==> config.mk <==
export PLATFORM = sky130hd
export DESIGN_NAME = dmem_bus_arbiter
export DESIGN_NICKNAME = d
export VERILOG_FILES = /design/src/rtl/dmem_bus_arbiter.sv
export SDC_FILE = /design/constraint.sdc
export NUM_CORES = 1
export LEC_CHECK = 0
export CAP_MARGIN = 30
export CORE_UTILIZATION = 45
export DETAILED_ROUTE_END_ITERATION = 6
export PLACE_DENSITY = 0.95
export SETUP_SLACK_MARGIN = 0.1
export SKIP_CTS_REPAIR_TIMING = 1
export SLEW_MARGIN = 10
export SYNTH_ARGS = -nofsm -noshare
export SYNTH_HDL_FRONTEND = slang
export SYNTH_SLANG_ARGS = --single-unit
==> constraint.sdc <==
create_clock -name clk -period 2.67 [get_ports clk]
set_input_delay 0.6675 -clock clk [delete_from_list [all_inputs] [get_ports clk]]
set_output_delay 0.6675 -clock clk [all_outputs]
set_load 0.05 [all_outputs]
==> src/rtl/dmem_bus_arbiter.sv <==
// Two-master, one-slave data bus arbiter with round-robin/fixed grant and a per-transaction
// timeout that completes the master with an error pulse instead of hanging the bus.
module dmem_bus_arbiter #(
   parameter bit          RR_EN    = 1'b1,
   parameter int unsigned TIMEOUT  = 16,
   parameter logic [31:0] ERR_DATA = 32'hDEAD_BEEF
) (
   input  logic        clk,
   input  logic        rst,
   input  logic [31:0] m0_addr,
   input  logic [31:0] m0_wdata,
   input  logic [3:0]  m0_wstrb,
   input  logic        m0_wen,
   input  logic        m0_ren,
   output logic        m0_ready,
   output logic        m0_rvalid,
   output logic [31:0] m0_rdata,
   output logic        m0_err,
   input  logic [31:0] m1_addr,
   input  logic [31:0] m1_wdata,
   input  logic [3:0]  m1_wstrb,
   input  logic        m1_wen,
   input  logic        m1_ren,
   output logic        m1_ready,
   output logic        m1_rvalid,
   output logic [31:0] m1_rdata,
   output logic        m1_err,
   output logic [31:0] s_addr,
   output logic [31:0] s_wdata,
   output logic [3:0]  s_wstrb,
   output logic        s_wen,
   output logic        s_ren,
   input  logic        s_wready,
   input  logic [31:0] s_rdata,
   input  logic        s_rvalid
);

   localparam logic [1:0] StIdle = 2'd0;
   localparam logic [1:0] StWr   = 2'd1;
   localparam logic [1:0] StRd   = 2'd2;
   localparam logic [1:0] StDone = 2'd3;

   localparam logic [7:0] CntLast = 8'(TIMEOUT - 1);

   logic [1:0]  state_q, state_d;
   logic        last_q, last_d;
   logic        gnt_q, gnt_d;
   logic [7:0]  cnt_q, cnt_d;
   logic [31:0] s_addr_q, s_addr_d;
   logic [31:0] s_wdata_q, s_wdata_d;
   logic [3:0]  s_wstrb_q, s_wstrb_d;
   logic        s_wen_q, s_wen_d;
   logic        s_ren_q, s_ren_d;
   logic [1:0]  ready_q, ready_d;
   logic [1:0]  rvalid_q, rvalid_d;
   logic [1:0]  err_q, err_d;
   logic [31:0] rdata0_q, rdata0_d;
   logic [31:0] rdata1_q, rdata1_d;

   logic        req0, req1, win, win_wr, timeout;
   logic [31:0] rd_val;

   assign req0    = m0_wen | m0_ren;
   assign req1    = m1_wen | m1_ren;
   // M1 wins when alone, or on a tie when round-robin is on and M0 was served last.
   assign win     = req1 & (~req0 | (RR_EN & ~last_q));
   assign win_wr  = win ? m1_wen : m0_wen;
   assign timeout = (cnt_q == CntLast);
   assign rd_val  = s_rvalid ? s_rdata : ERR_DATA;

   always_comb begin
      state_d   = state_q;
      last_d    = last_q;
      gnt_d     = gnt_q;
      cnt_d     = cnt_q;
      s_addr_d  = s_addr_q;
      s_wdata_d = s_wdata_q;
      s_wstrb_d = s_wstrb_q;
      s_wen_d   = s_wen_q;
      s_ren_d   = s_ren_q;
      ready_d   = 2'b00;
      rvalid_d  = 2'b00;
      err_d     = 2'b00;
      rdata0_d  = rdata0_q;
      rdata1_d  = rdata1_q;
      case (state_q)
         StIdle: begin
            if (req0 | req1) begin
               gnt_d     = win;
               last_d    = win;
               cnt_d     = 8'd0;
               s_addr_d  = win ? m1_addr : m0_addr;
               s_wdata_d = win ? m1_wdata : m0_wdata;
               s_wstrb_d = win ? m1_wstrb : m0_wstrb;
               s_wen_d   = win_wr;
               s_ren_d   = ~win_wr;
               state_d   = win_wr ? StWr : StRd;
            end
         end
         StWr: begin
            cnt_d = cnt_q + 8'd1;
            if (s_wready || timeout) begin
               s_wen_d        = 1'b0;
               ready_d[gnt_q] = 1'b1;
               err_d[gnt_q]   = ~s_wready;
               state_d        = StDone;
            end
         end
         StRd: begin
            cnt_d = cnt_q + 8'd1;
            if (s_rvalid || timeout) begin
               s_ren_d         = 1'b0;
               rvalid_d[gnt_q] = 1'b1;
               err_d[gnt_q]    = ~s_rvalid;
               if (gnt_q) rdata1_d = rd_val;
               else       rdata0_d = rd_val;
               state_d = StDone;
            end
         end
         default: state_d = StIdle;
      endcase
   end

   always_ff @(posedge clk) begin
      if (rst) begin
         state_q   <= StIdle;
         last_q    <= 1'b1;
         gnt_q     <= 1'b0;
         cnt_q     <= 8'd0;
         s_addr_q  <= 32'd0;
         s_wdata_q <= 32'd0;
         s_wstrb_q <= 4'd0;
         s_wen_q   <= 1'b0;
         s_ren_q   <= 1'b0;
         ready_q   <= 2'b00;
         rvalid_q  <= 2'b00;
         err_q     <= 2'b00;
         rdata0_q  <= 32'd0;
         rdata1_q  <= 32'd0;
      end else begin
         state_q   <= state_d;
         last_q    <= last_d;
         gnt_q     <= gnt_d;
         cnt_q     <= cnt_d;
         s_addr_q  <= s_addr_d;
         s_wdata_q <= s_wdata_d;
         s_wstrb_q <= s_wstrb_d;
         s_wen_q   <= s_wen_d;
         s_ren_q   <= s_ren_d;
         ready_q   <= ready_d;
         rvalid_q  <= rvalid_d;
         err_q     <= err_d;
         rdata0_q  <= rdata0_d;
         rdata1_q  <= rdata1_d;
      end
   end

   assign s_addr    = s_addr_q;
   assign s_wdata   = s_wdata_q;
   assign s_wstrb   = s_wstrb_q;
   assign s_wen     = s_wen_q;
   assign s_ren     = s_ren_q;
   assign m0_ready  = ready_q[0];
   assign m1_ready  = ready_q[1];
   assign m0_rvalid = rvalid_q[0];
   assign m1_rvalid = rvalid_q[1];
   assign m0_err    = err_q[0];
   assign m1_err    = err_q[1];
   assign m0_rdata  = rdata0_q;
   assign m1_rdata  = rdata1_q;

endmodule
* After elaboration in Yosys (flattened, before gate mapping)
Index checks and enable logic that the tools add are counted.
Word-level totals: register bits after elaboration 152, latch bits 0, bits in writable memories 0, ROM bits 0, output and inout port bits 140, memories kept 0
Cells by class: add/subtract/negate cells 1, multipliers 0, div/mod/pow operators 0, magnitude comparators 2, equal/unequal tests 6, shift operators 0, muxes and demuxes 23, bitwise logic cells 17, reductions and logical operators 17
Operator list (number):
- 32-bit 2-to-1 mux | 3
- 8-bit one-hot mux with 2 select lines | 1
- 3-bit AND reduction | 5
- 2-bit 2-to-1 mux | 6
- 1-bit NOT | 10
- 8-bit by 1-bit adder with 8-bit output (second input constant) | 1
- 8-bit by 4-bit == test with 1-bit output (second input constant) | 1
- 8-bit 2-to-1 mux | 1
- 1-bit 2-to-1 mux | 6
- 2-bit != test (second input constant) | 3
- 2-bit one-hot mux with 3 select lines | 1
- 2-bit nonzero test | 3
- 3-bit OR reduction | 2
- 2-bit AND | 2
- 4-bit 2-to-1 mux | 1
- 1-bit bitwise OR | 4
- 1-bit one-hot mux with 2 select lines | 2
- 2-bit one-hot mux with 2 select lines | 1
- 2-bit AND reduction | 2
- 2-bit by 1-bit == test with 1-bit output (second input constant) | 1
- 2-bit == test (second input constant) | 1
- 2-bit zero test | 1
- 1-bit logical OR | 2
- 1-bit by 2-bit less-than comparator with 1-bit output (second input constant) | 1
- other kinds (5) | 5

* Depth between registers and ports, before layout
Gate-level depths: netlist (run 1).
depth in word-level cells 8, mapped depth 8, mapped depth without buffers 6

* Least setup slack after synthesis (run 1)
OpenSTA, ideal clock, no wires.
kind in2reg, from input port m1_wen, to register s_addr_q[0], in the netlist s_addr[0], arrival 1.784 ns, required time 2.523 ns, path slack 0.739 ns, stages on the path 7, buffers on the path 3, path through buf_6 -> nor4_4 -> nor2_2 -> buf_6 -> buf_2 -> nor2_1 -> a311oi_2
On the way: cells in the longest elaborated chain, start to end 3, elaborated cells on any way between the ends 5
Ends and longest elaborated chain:
- start: declaration | RTL line 22 | input logic m1_wen,
- 1-bit bitwise OR * | RTL line 64 | assign req1 = m1_wen | m1_ren;
- 1-bit AND or 1-bit bitwise OR (tied branches) | RTL line 66, 88
- 32-bit 2-to-1 mux or 2-bit AND reduction (tied branches)
- end signal: assignment | RTL line 145 | s_addr_q <= s_addr_d;
- end: declaration | RTL line 49 | logic [31:0] s_addr_q, s_addr_d;
Mark *: on every way between the ends. The rest lies on a longest branch, timed or not. A chain may end at the register's enable or synchronous reset.

* Worst setup path in the final report (run 1)
from register s_wdata_q[23], in the netlist s_wdata[23], to output port s_wdata[23]
RTL lines:
- start: declaration | RTL line 50 | logic [31:0] s_wdata_q, s_wdata_d;
- start signal: assignment | RTL line 146 | s_wdata_q <= s_wdata_d;
- end: declaration | RTL line 29 | output logic [31:0] s_wdata,
No word-level cell between the ends.

==> implementation parameters, run 1 <==
Parameter                              Value

Outcome
  Run status ... finished, final reports clean

Global routing
  GR Layer Usage met3 ... 7.47%
  Total grt overflow ... 0
  Met2 Usage GRT ... 46.4%
  Antenna violations before repair ... 0
  Maximum number of pins on one net before global-route repair ... 94
  Met1 Use GR ... 29.0%
  Number of global-route vias before repair ... 6613
  Total GRT Usage ... 26.5%
  Gr busiest metal ... met2
  Wire length of the first global-routing pass ... 33.0 mm

Detailed routing
  Number of detailed-route iterations in the first pass ... 5
  Wire per inst ... 16.0 um
  Final antenna-violating net count ... 0
  Via count ... 6800
  DRC ... 0
  Total wirelength of the detailed-routed design ... 20.4 mm
  Number of DRC violations after detailed-routing iteration 0 ... 383
  Vias per inst ... 5.33

Timing
  Setup total negative slack ... 0 ns
  Total setup violations reported at the end of the flow ... 0
  Clock Skew ... 0.00682 ns
  Number of max-slew violations in the final report ... 0
  RSZ-0062 raised after global routing ... no
  Final-layout worst hold slack ... 0.463 ns
  Count of endpoints failing hold in the final timing report ... 0
  Top achievable clock speed ... 0.437 GHz
  Post-route fraction of the period consumed by the critical path ... 85.7%
  Slack of the critical path ... 0.383 ns
  Minimum clock period after layout ... 2.29 ns
  Tightest slew margin relative to the limit ... 52.4%
  Pin slew with the least headroom to its limit ... 0.713 ns

Final layout
  Register area ... 3040 um^2
  Combined area of the multi-input logic cells ... 3360 um^2
  Antenna cells ... 0
  Final Instance Count excl. Fillers ... 1276
  Fillcell total ... 1002
  Nets@finish ... 1261
  Final Cell Area ... 10700 um^2
  Share of the core filled with cells ... 73.1%
  Layout overhead on the synthesized area ... 58.3%
  Fraction of layout cells with a size suffix above 1 ... 11.2%

Logic synthesis
  Count of flip-flops with a built-in enable after synthesis ... 0
  Seq cells post-synth ... 152
  Area of the mapped netlist ... 6740 um^2
  Main flop type after synthesis ... dfxtp_1
  Top cells by area in the synthesized netlist ... dfxtp_1 (45%), a311oi_2 (13%), nor2_1 (9.9%)
  Net count after synthesis ... 966
  Top-area cell type share of the netlist area ... 45.1%
  Number of distinct standard cells referenced by the synthesized netlist ... 46
  Post-synthesis async set-or-reset flop share ... 0%
  Per-instance average area after synthesis ... 8.59 um^2
  Seq/Total Area, Yosys ... 45.1%
  Yosys Warn Count ... 0
  Gate Count Post-Synth ... 785
  Cell type with the highest aggregate area in the netlist ... dfxtp_1

Place
  Total cell area at the placement stage ... 10100 um^2
  Number of placed instances, taps included ... 1245
  Routability cong. ... 0.840
  Minimum setup slack after placement ... 0.0773 ns
  Sum of net half-perimeters after detailed placement ... 14.8 mm
  Number of buffers inserted by port buffering ... 315

Floorplan
  Starting density of the core ... 46.2%
  I/O pin count ... 316
  Core Footprint ... 14600 um^2
  Die W ... 124 um
  FP Rows ... 44
  Chip height ... 124 um
  Total die area ... 15500 um^2

Setup path
  Critical path fanouts, max ... 2
  Kind of end point of the critical path ... output port
  Critical path buffers and inverters ... 1
  Largest stage delay on the critical path ... 0.86 ns
  Critical setup path kind ... flop to output port
  Gate family responsible for the most delay along the worst path ... buffers and inverters
  Beginning of the worst register-to-register path ... cnt_q[0]$_SDFFE_PP0P_
  Req. time, crit path ... 2.00 ns
  Critical path's slowest cell ... clkdlybuf4s50_1
  Crit path from ... s_wdata[23]$_SDFFE_PP0P_
  Crit start category ... flop
  Crit path arrival time ... 1.62 ns
  Critical path, cell by cell ... clkdlybuf4s50_1

Job
  Max-Cap Viols ... 0

Pwr
  Worst vdd rail ir drop ... 0.000562 V
  Final Power ... 11.5 mW
  Leakage ... 4.02 nW
  Power per cell area ... 1080 nW/um^2

Clocking
  Clock root cell ... clkbuf_16
  Clock tree from TritonCTS ... yes
  Clock slew at the register clock pins of the worst setup and hold paths ... 0.06 ns
  Clock network latency to the later pin of the worst-skew pair ... 0.41 ns
  H-tree level count ... 4
  Number of CTS-inserted buffers ... 17
  Sinks on Clock Net ... 152
  Longest Clk Path Bufs ... 2

Worst hold path
  Hold Crit Class ... flop to flop
  Hold wc startpoint ... m1_rdata[1]$_SDFFE_PP0P_
## kinds of logic after synthesis
| kind of cell | Yosys count | synth area share (%) |
|---|---|---|
| and+or+nand+nor | 369 | 22.0 |
| DFF | 152 | 45.1 |
| xor gates and xnor gates | 4 | 0.520 |
| muxes | 3 | 0.464 |
| adders and majority gates | 5 | 0.928 |
| AOI/OAI and AO/OA | 184 | 25.7 |
| buffers and inverters | 68 | 5.31 |
## area by class of cell
class                   count  area share (%)
repair buffers            338            32.2
flip-flops and latches    152            28.5
well taps                 184            2.16
clock buffers              19            4.06
clock inverters            12            1.43
inverters                   6           0.211
multi-input cells         565            31.5
## power by group
part / total (mW) / internal [mW] / leakage (nW) / switching, mW
sequential: 3.15 / 2.84 / 1.25 / 0.315
clock: 2.40 / 1.46 / 0.275 / 0.936
combinational: 6.00 / 2.16 / 2.50 / 3.83
total: 11.5 / 6.46 / 4.02 / 5.08
## state kept, by name, indices dropped and copies added, names as in the netlist
name,flops
cnt_q,8
err_q,2
gnt_q,1
last_q,1
m0_rdata,32
m1_rdata,32
ready_q,2
rvalid_q,2
s_addr,32
s_ren,1
s_wdata,32
s_wen,1
s_wstrb,4
state_q,2
## layout by cell type, fill, tap and decap left out, drive strengths merged, types with 3 or more instances in the layout
cell type	synthesis	final
clkdlybuf4s50	0	313
nor2	180	180
nand2	159	159
dfxtp	152	152
a311oi	69	69
o21a	50	50
a21oi	25	25
buf	28	25
o21ai	24	24
clkbuf	34	19
nand2b	8	8
inv	6	7
nor3	6	6
ha	5	5
xnor2	4	4
clkinvlp	0	4
clkinv	0	4
nand3	3	3
bufinv	0	3
## layer usage
layer / share of wire [%] / up-vias / routed length [um]
li1: - / 3278 / -
met1: 38 / 3155 / 7790
met2: 50 / 317 / 10200
met3: 7.5 / 50 / 1530
met4: 3.9 / 0 / 794
met5: 0 / - / 0
## synth_stat cells, drive strengths merged (2+ instances only)
library cell and number:
a21boi 2, a21oi 25, a311oi 69, and2 2
buf 28, clkbuf 34, dfxtp 152, ha 5
inv 6, mux2i 2, nand2 159, nand2b 8
nand3 3, nand3b 2, nor2 180, nor2b 2
nor3 6, o21a 50, o21ai 24, o21bai 2
o31ai 2, xnor2 4
## path summary, 6_finish.rpt
kind | endpoint | slack, ns | depth (start not counted)
worst max-delay path | s_wdata[23] | 0.38 | 1
worst max register to register | m1_rdata[18]$_SDFFE_PP0P_ | 0.74 | 7
worst min-delay path | m1_rdata[1]$_SDFFE_PP0P_ | 0.46 | 1
worst min register to register | m1_rdata[1]$_SDFFE_PP0P_ | 0.46 | 1
Note: power is estimated with default switching activity, not from simulation.
==> run 2: changes to the inputs <==
--- a/config.mk
+++ b/config.mk
@@ -6,7 +6,9 @@
 export NUM_CORES = 1
 export LEC_CHECK = 0
 export CAP_MARGIN = 30
+export CORE_ASPECT_RATIO = 1.5
 export CORE_UTILIZATION = 45
+export CTS_CLUSTER_DIAMETER = 200
 export DETAILED_ROUTE_END_ITERATION = 6
 export PLACE_DENSITY = 0.95
 export SETUP_SLACK_MARGIN = 0.1
==> implementation parameters, run 2 (synthesized netlist as in run 1, its figures left out) <==
Parameter                              Value

Outcome
  Run status ... finished, final reports clean

Final layout
  Final Cell Area ... 10600 um^2 (-0.36%)
  Fraction of layout cells with a size suffix above 1 ... 11.0% (-0.15 points)
  Nets@finish ... 1257 (-0.32%)
  Leading cell type in the layout, fill and taps excluded ... clkdlybuf4s50_1
  Commonest cells after routing, fill and taps aside ... clkdlybuf4s50_1 (314), nor2_1 (178), nand2_1 (159)
  Layout overhead on the synthesized area ... 57.7%
  Antenna cells ... 0 (unchanged)

Pwr
  Combinational cell fraction of total power ... 51.3% (-0.6 points)
  Final Power ... 11.3 mW (-1.7%)
  Power per cell area ... 1070 nW/um^2 (-1.4%)
  Leakage ... 3.99 nW (-0.66%)
  Proportion of power drawn by the clock network ... 20.8% (about the same)
  Worst vdd rail ir drop ... 0.000566 V (+0.79%)
  Power share of the sequential group ... 27.9% (+0.6 points)
  Psw ... 5.21 mW (+2.5%)
  Switching share of power ... 45.9% (+1.9 points)
  Internal power of the cells ... 6.14 mW (-5.1%)

Timing
  Final-layout worst hold slack ... 0.465 ns (+0.00202 ns)
  RSZ-0062 raised after global routing ... no
  Clock Skew ... 0.00794 ns (+0.00113 ns)
  Total setup violations reported at the end of the flow ... 0 (unchanged)
  Top achievable clock speed ... 0.433 GHz (-0.88%)
  Tightest slew margin relative to the limit ... 54.5% (+2.1 points)
  Minimum clock period after layout ... 2.31 ns (+0.0203 ns)
  Pin slew with the least headroom to its limit ... 0.682 ns (-0.0310 ns)
  Setup total negative slack ... 0 ns (unchanged)
  Number of max-slew violations in the final report ... 0 (unchanged)
  Post-route fraction of the period consumed by the critical path ... 86.4% (+0.76 points)
  Count of endpoints failing hold in the final timing report ... 0 (unchanged)

Place
  Total cell area at the placement stage ... 10000 um^2 (-0.37%)
  Number of buffers inserted by port buffering ... 315 (unchanged)
  Sum of net half-perimeters after detailed placement ... 15.4 mm (+3.8%)
  Routability cong. ... 0.805 (-4.1%)

Clocking
  Clock tree from TritonCTS ... yes
  Clock root cell ... clkbuf_16
  Clock slew at the register clock pins of the worst setup and hold paths ... 0.07 ns (about the same)
  Number of CTS-inserted buffers ... 17 (unchanged)
  Longest Clk Path Bufs ... 2 (unchanged)
  H-tree level count ... 4 (unchanged)
  Clock network latency to the later pin of the worst-skew pair ... 0.42 ns (about the same)
  Sinks on Clock Net ... 152 (unchanged)

Global routing
  Number of global-route vias before repair ... 7128 (+7.8%)
  Maximum number of pins on one net before global-route repair ... 82 (-13%)
  Total grt overflow ... 0 (unchanged)
  Wire length of the first global-routing pass ... 33.7 mm (+2.3%)
  Total GRT Usage ... 27.6% (+1.2 points)
  Antenna violations before repair ... 0 (unchanged)

Setup path
  Crit path arrival time ... 1.64 ns (+0.02 ns)
  Critical path's slowest cell ... clkdlybuf4s50_1
  Kind of end point of the critical path ... output port
  FF-to-FF path depth ... 6 (-1)
  Gate family responsible for the most delay along the worst path ... buffers and inverters
  Critical path buffers and inverters ... 1 (unchanged)
  Critical path fanouts, max ... 2 (unchanged)
  Critical path, cell by cell ... clkdlybuf4s50_1
  Critical setup path kind ... flop to output port
  Critical R2R Capture ... m0_rdata[6]$_SDFFE_PP0P_
  Req. time, crit path ... 2.00 ns (about the same)
  Crit path from ... s_wstrb[3]$_SDFFE_PP0P_
  Minimum setup slack among reg-to-reg paths ... 0.57 ns (-0.17 ns)
  Largest stage delay on the critical path ... 0.84 ns (-0.02 ns)
  Crit start category ... flop
  Beginning of the worst register-to-register path ... state_q[0]$_SDFFE_PP0P_

Worst hold path
  Hold Path Stages ... 1 (unchanged)
  Hold wc startpoint ... m0_rdata[10]$_SDFFE_PP0P_
  Hold-critical path endpoint ... m0_rdata[10]$_SDFFE_PP0P_
  Hold Crit Class ... flop to flop

Floorplan
  Die W ... 102 um (-18%)
  I/O pin count ... 316 (unchanged)
  Total die area ... 15500 um^2 (about the same)
  Starting density of the core ... 46.2% (about the same)
  Core Footprint ... 14600 um^2 (about the same)
  FP Rows ... 54 (+23%)
  Chip height ... 152 um (+22%)

Detailed routing
  Wire per inst ... 16.6 um (+4.0%)
  DRC ... 0 (unchanged)
  Number of detailed-route iterations in the first pass ... 7 (+2)
  Final antenna-violating net count ... 0 (unchanged)
  Via count ... 6871 (+1.0%)
  Total wirelength of the detailed-routed design ... 21.3 mm (+4.7%)
  Vias per inst ... 5.35 (+0.34%)
  Number of DRC violations after detailed-routing iteration 0 ... 217 (-43%)

Job
  Max-Cap Viols ... 0 (unchanged)
run 2: cell types whose count changed in the layout (fill, tap and decap cells not counted), sizes merged:
cell           change
bufinv             -3
clkinvlp           -1
clkbuf             -2
clkdlybuf4s50      +1
inv                +7
buf                -5
run 2: power by group through the flow:
stage / sequential, mW / clock (mW) / combinational [mW]
finish: 3.16 / 2.36 / 5.82
global route: 3.23 / 2.49 / 6.16
detailed placement: 3.21 / 0 / 5.81
global placement: 3.18 / 0 / 5.68
floorplan: 4.97 / 0 / 2.31
CTS: 3.17 / 2.40 / 5.83
run 2: layer usage:
metal | up-vias | part of all wire [%] | track usage (%)
met2 | 336 | 52 | 50.5
met5 | - | 0 | 0
li1 | 3269 | - | -
met1 | 3187 | 34 | 26.3
met3 | 79 | 8.8 | 8.74
met4 | 0 | 4.8 | 16.1
run 2: metrics by stage:
step | util, % | setup WS [ns] | std cells
final | 72.9 | 0.363 | 1285
after global routing | 72.9 | 0.306 | 1285
after CTS | 72.9 | 0.320 | 1285
after detailed placement | 68.9 | 0.138 | 1253
after global placement | 68.8 | 0.274 | 1252
after floorplan | - | 0.739 | 785
run 2: layout make-up:
cell class                      count  area (um^2)
Inverter                            6         22.5
Multi-Input combinational cell    565         3360
Fill cell                        1006         3960
Clock inverter                     15          159
Tap cell                          196          245
Clock buffer                       17          425
Timing Repair Buffer              334         3380
Sequential cell                   152         3040
run 2: worst max-delay path by stage:
stage / endpoint / slack (ns) / cells past startpoint
after floorplan: s_addr[0]$_SDFFE_PP0P_ / 0.74 / 7
after global placement: s_addr[9]$_SDFFE_PP0P_ / 0.27 / 7
after detailed placement: s_addr[21]$_SDFFE_PP0P_ / 0.14 / 7
after CTS: s_wstrb[3] / 0.32 / 1
after global routing: s_wstrb[3] / 0.31 / 1
final: s_wstrb[3] / 0.36 / 1
==> run 3: changes to the inputs <==
--- a/config.mk
+++ b/config.mk
@@ -17,3 +17,4 @@
 export SYNTH_ARGS = -nofsm -noshare
 export SYNTH_HDL_FRONTEND = slang
 export SYNTH_SLANG_ARGS = --single-unit
+export TNS_END_PERCENT = 50
==> constraint.sdc (replaced) <==
create_clock -name clk -period 2.67 [get_ports clk]
set_input_delay 0.6675 -clock clk [delete_from_list [all_inputs] [get_ports clk]]
set_output_delay 0.6675 -clock clk [all_outputs]
set_load 0.02 [all_outputs]
==> implementation parameters, run 3 (synthesized netlist as in run 1, its figures left out) <==
Parameter                              Value

Detailed routing
  Number of detailed-route iterations in the first pass ... 6 (-1)
  Total wirelength of the detailed-routed design ... 21.3 mm (+0.12%)
  Via count ... 6884 (+0.19%)
  Vias per inst ... 5.36 (+0.19%)
  Number of DRC violations after detailed-routing iteration 0 ... 212 (-2.3%)
  DRC ... 0 (unchanged)
  Final antenna-violating net count ... 0 (unchanged)
  Wire per inst ... 16.6 um (+0.12%)

Clocking
  Sinks on Clock Net ... 152 (unchanged)
  Longest Clk Path Bufs ... 2 (unchanged)
  H-tree level count ... 4 (unchanged)
  Clock slew at the register clock pins of the worst setup and hold paths ... 0.07 ns (about the same)
  Clock tree from TritonCTS ... yes
  Number of CTS-inserted buffers ... 17 (unchanged)
  Clock network latency to the later pin of the worst-skew pair ... 0.42 ns (about the same)
  Clock root cell ... clkbuf_16

Floorplan
  Starting density of the core ... 46.2% (unchanged)
  FP Rows ... 54 (unchanged)
  Core Footprint ... 14600 um^2 (unchanged)
  Die W ... 102 um (unchanged)
  Chip height ... 152 um (unchanged)
  I/O pin count ... 316 (unchanged)
  Total die area ... 15500 um^2 (unchanged)

Final layout
  Share of the core filled with cells ... 72.9% (unchanged)
  Nets@finish ... 1257 (unchanged)
  Commonest cells after routing, fill and taps aside ... clkdlybuf4s50_1 (314), nor2_1 (178), nand2_1 (159)
  Antenna cells ... 0 (unchanged)
  Leading cell type in the layout, fill and taps excluded ... clkdlybuf4s50_1
  Layout overhead on the synthesized area ... 57.7% (unchanged)
  Fraction of layout cells with a size suffix above 1 ... 11.0% (unchanged)
  Final Instance Count excl. Fillers ... 1285 (unchanged)

Place
  Minimum setup slack after placement ... 0.138 ns (unchanged)
  Routability cong. ... 0.805 (unchanged)
  Sum of net half-perimeters after detailed placement ... 15.4 mm (unchanged)
  Number of buffers inserted by port buffering ... 315 (unchanged)
  Number of placed instances, taps included ... 1253 (unchanged)

Timing
  Tightest slew margin relative to the limit ... 54.2% (-0.27 points)
  Post-route fraction of the period consumed by the critical path ... 79.6% (-6.8 points)
  RSZ-0062 raised after global routing ... no
  Minimum clock period after layout ... 2.13 ns (-0.182 ns)
  Setup total negative slack ... 0 ns (unchanged)
  Slack of the critical path ... 0.545 ns (+0.182 ns)
  Total setup violations reported at the end of the flow ... 0 (unchanged)
  Top achievable clock speed ... 0.471 GHz (+8.6%)
  Count of endpoints failing hold in the final timing report ... 0 (unchanged)
  Clock Skew ... 0.00833 ns (+0.000383 ns)
  Pin slew with the least headroom to its limit ... 0.686 ns (+0.00408 ns)
  Number of max-slew violations in the final report ... 0 (unchanged)

Setup path
  Beginning of the worst register-to-register path ... state_q[0]$_SDFFE_PP0P_
  Crit start category ... primary input
  Crit path arrival time ... 2.43 ns (+0.79 ns)
  Kind of end point of the critical path ... flop
  Req. time, crit path ... 2.98 ns (+0.98 ns)
  Critical setup path kind ... primary input to flop
  Critical path fanouts, max ... 29 (+27)
  Crit path from ... m0_wen

Global routing
  Total grt overflow ... 0 (unchanged)
  Antenna violations before repair ... 0 (unchanged)
  Number of global-route vias before repair ... 7121 (-0.098%)
  Maximum number of pins on one net before global-route repair ... 82 (unchanged)
  Total GRT Usage ... 27.6% (-0.038 points)
  Wire length of the first global-routing pass ... 33.7 mm (-0.12%)

Pwr
  Switching share of power ... 39.7% (-6.2 points)
  Power per cell area ... 959 nW/um^2 (-10%)
  Final Power ... 10.2 mW (-10%)
  Internal power of the cells ... 6.15 mW (+0.16%)
  Leakage ... 3.99 nW (unchanged)
  Psw ... 4.05 mW (-22%)
  Power share of the sequential group ... 31.1% (+3.2 points)
  Worst vdd rail ir drop ... 0.000485 V (-14%)
  Combinational cell fraction of total power ... 45.8% (-5.5 points)
  Proportion of power drawn by the clock network ... 23.2% (+2.4 points)

Worst hold path
  Hold Crit Class ... flop to flop
  Hold wc startpoint ... m0_rdata[10]$_SDFFE_PP0P_

Job
  Max-Cap Viols ... 0 (unchanged)

Outcome
  Run status ... finished, final reports clean
run 3: cell counts in the layout (fill, tap and decap cells not counted):
Identical to the previous run, type by type.
run 3: worst max-delay path: stages:
cell	delay, ns
clkdlybuf4s50_1	0.59
nor4_4	0.07
buf_4	0.18
nor2_4	0.17
buf_4	0.36
nor2_1	0.09
a311oi_1	0.29
run 3: stage by stage:
step / cell area [um^2] / hold slack (ns)
after detailed placement: 10000 / 0.452
after global placement: 10000 / 0.445
after global routing: 10600 / 0.480
after CTS: 10600 / 0.467
final: 10600 / 0.465
after floorplan: 6740 / 0.452
run 3: final cells by class:
| class | instances | area (um^2) |
|---|---|---|
| flip-flops and latches | 152 | 3040 |
| fillers | 1006 | 3960 |
| clock inverters | 15 | 159 |
| repair buffers | 334 | 3380 |
| well taps | 196 | 245 |
| inverters | 6 | 22.5 |
| multi-input cells | 565 | 3360 |
| clock buffers | 17 | 425 |
run 3: final timing paths:
path / cells after the start / slack (ns) / to
max: 7 / 0.54 / s_addr[21]$_SDFFE_PP0P_
min: 1 / 0.46 / m0_rdata[10]$_SDFFE_PP0P_
max reg2reg: 6 / 0.57 / m0_rdata[6]$_SDFFE_PP0P_
min reg2reg: 1 / 0.46 / m0_rdata[10]$_SDFFE_PP0P_
run 3: layer usage:
layer,track usage (%),up-vias,wire length (um)
met3,8.65,77,1870
li1,-,3270,-
met1,26.2,3203,7330
met4,15.6,0,984
met5,0,-,0
met2,50.7,334,11200
run 3: power groups by stage:
stage	logic, mW	clock network (mW)	registers [mW]
after floorplan	2.31	0	3.80
after global placement	4.52	0	3.18
after detailed placement	4.65	0	3.21
after CTS	4.68	2.40	3.17
after global routing	5.00	2.49	3.23
final	4.66	2.36	3.17
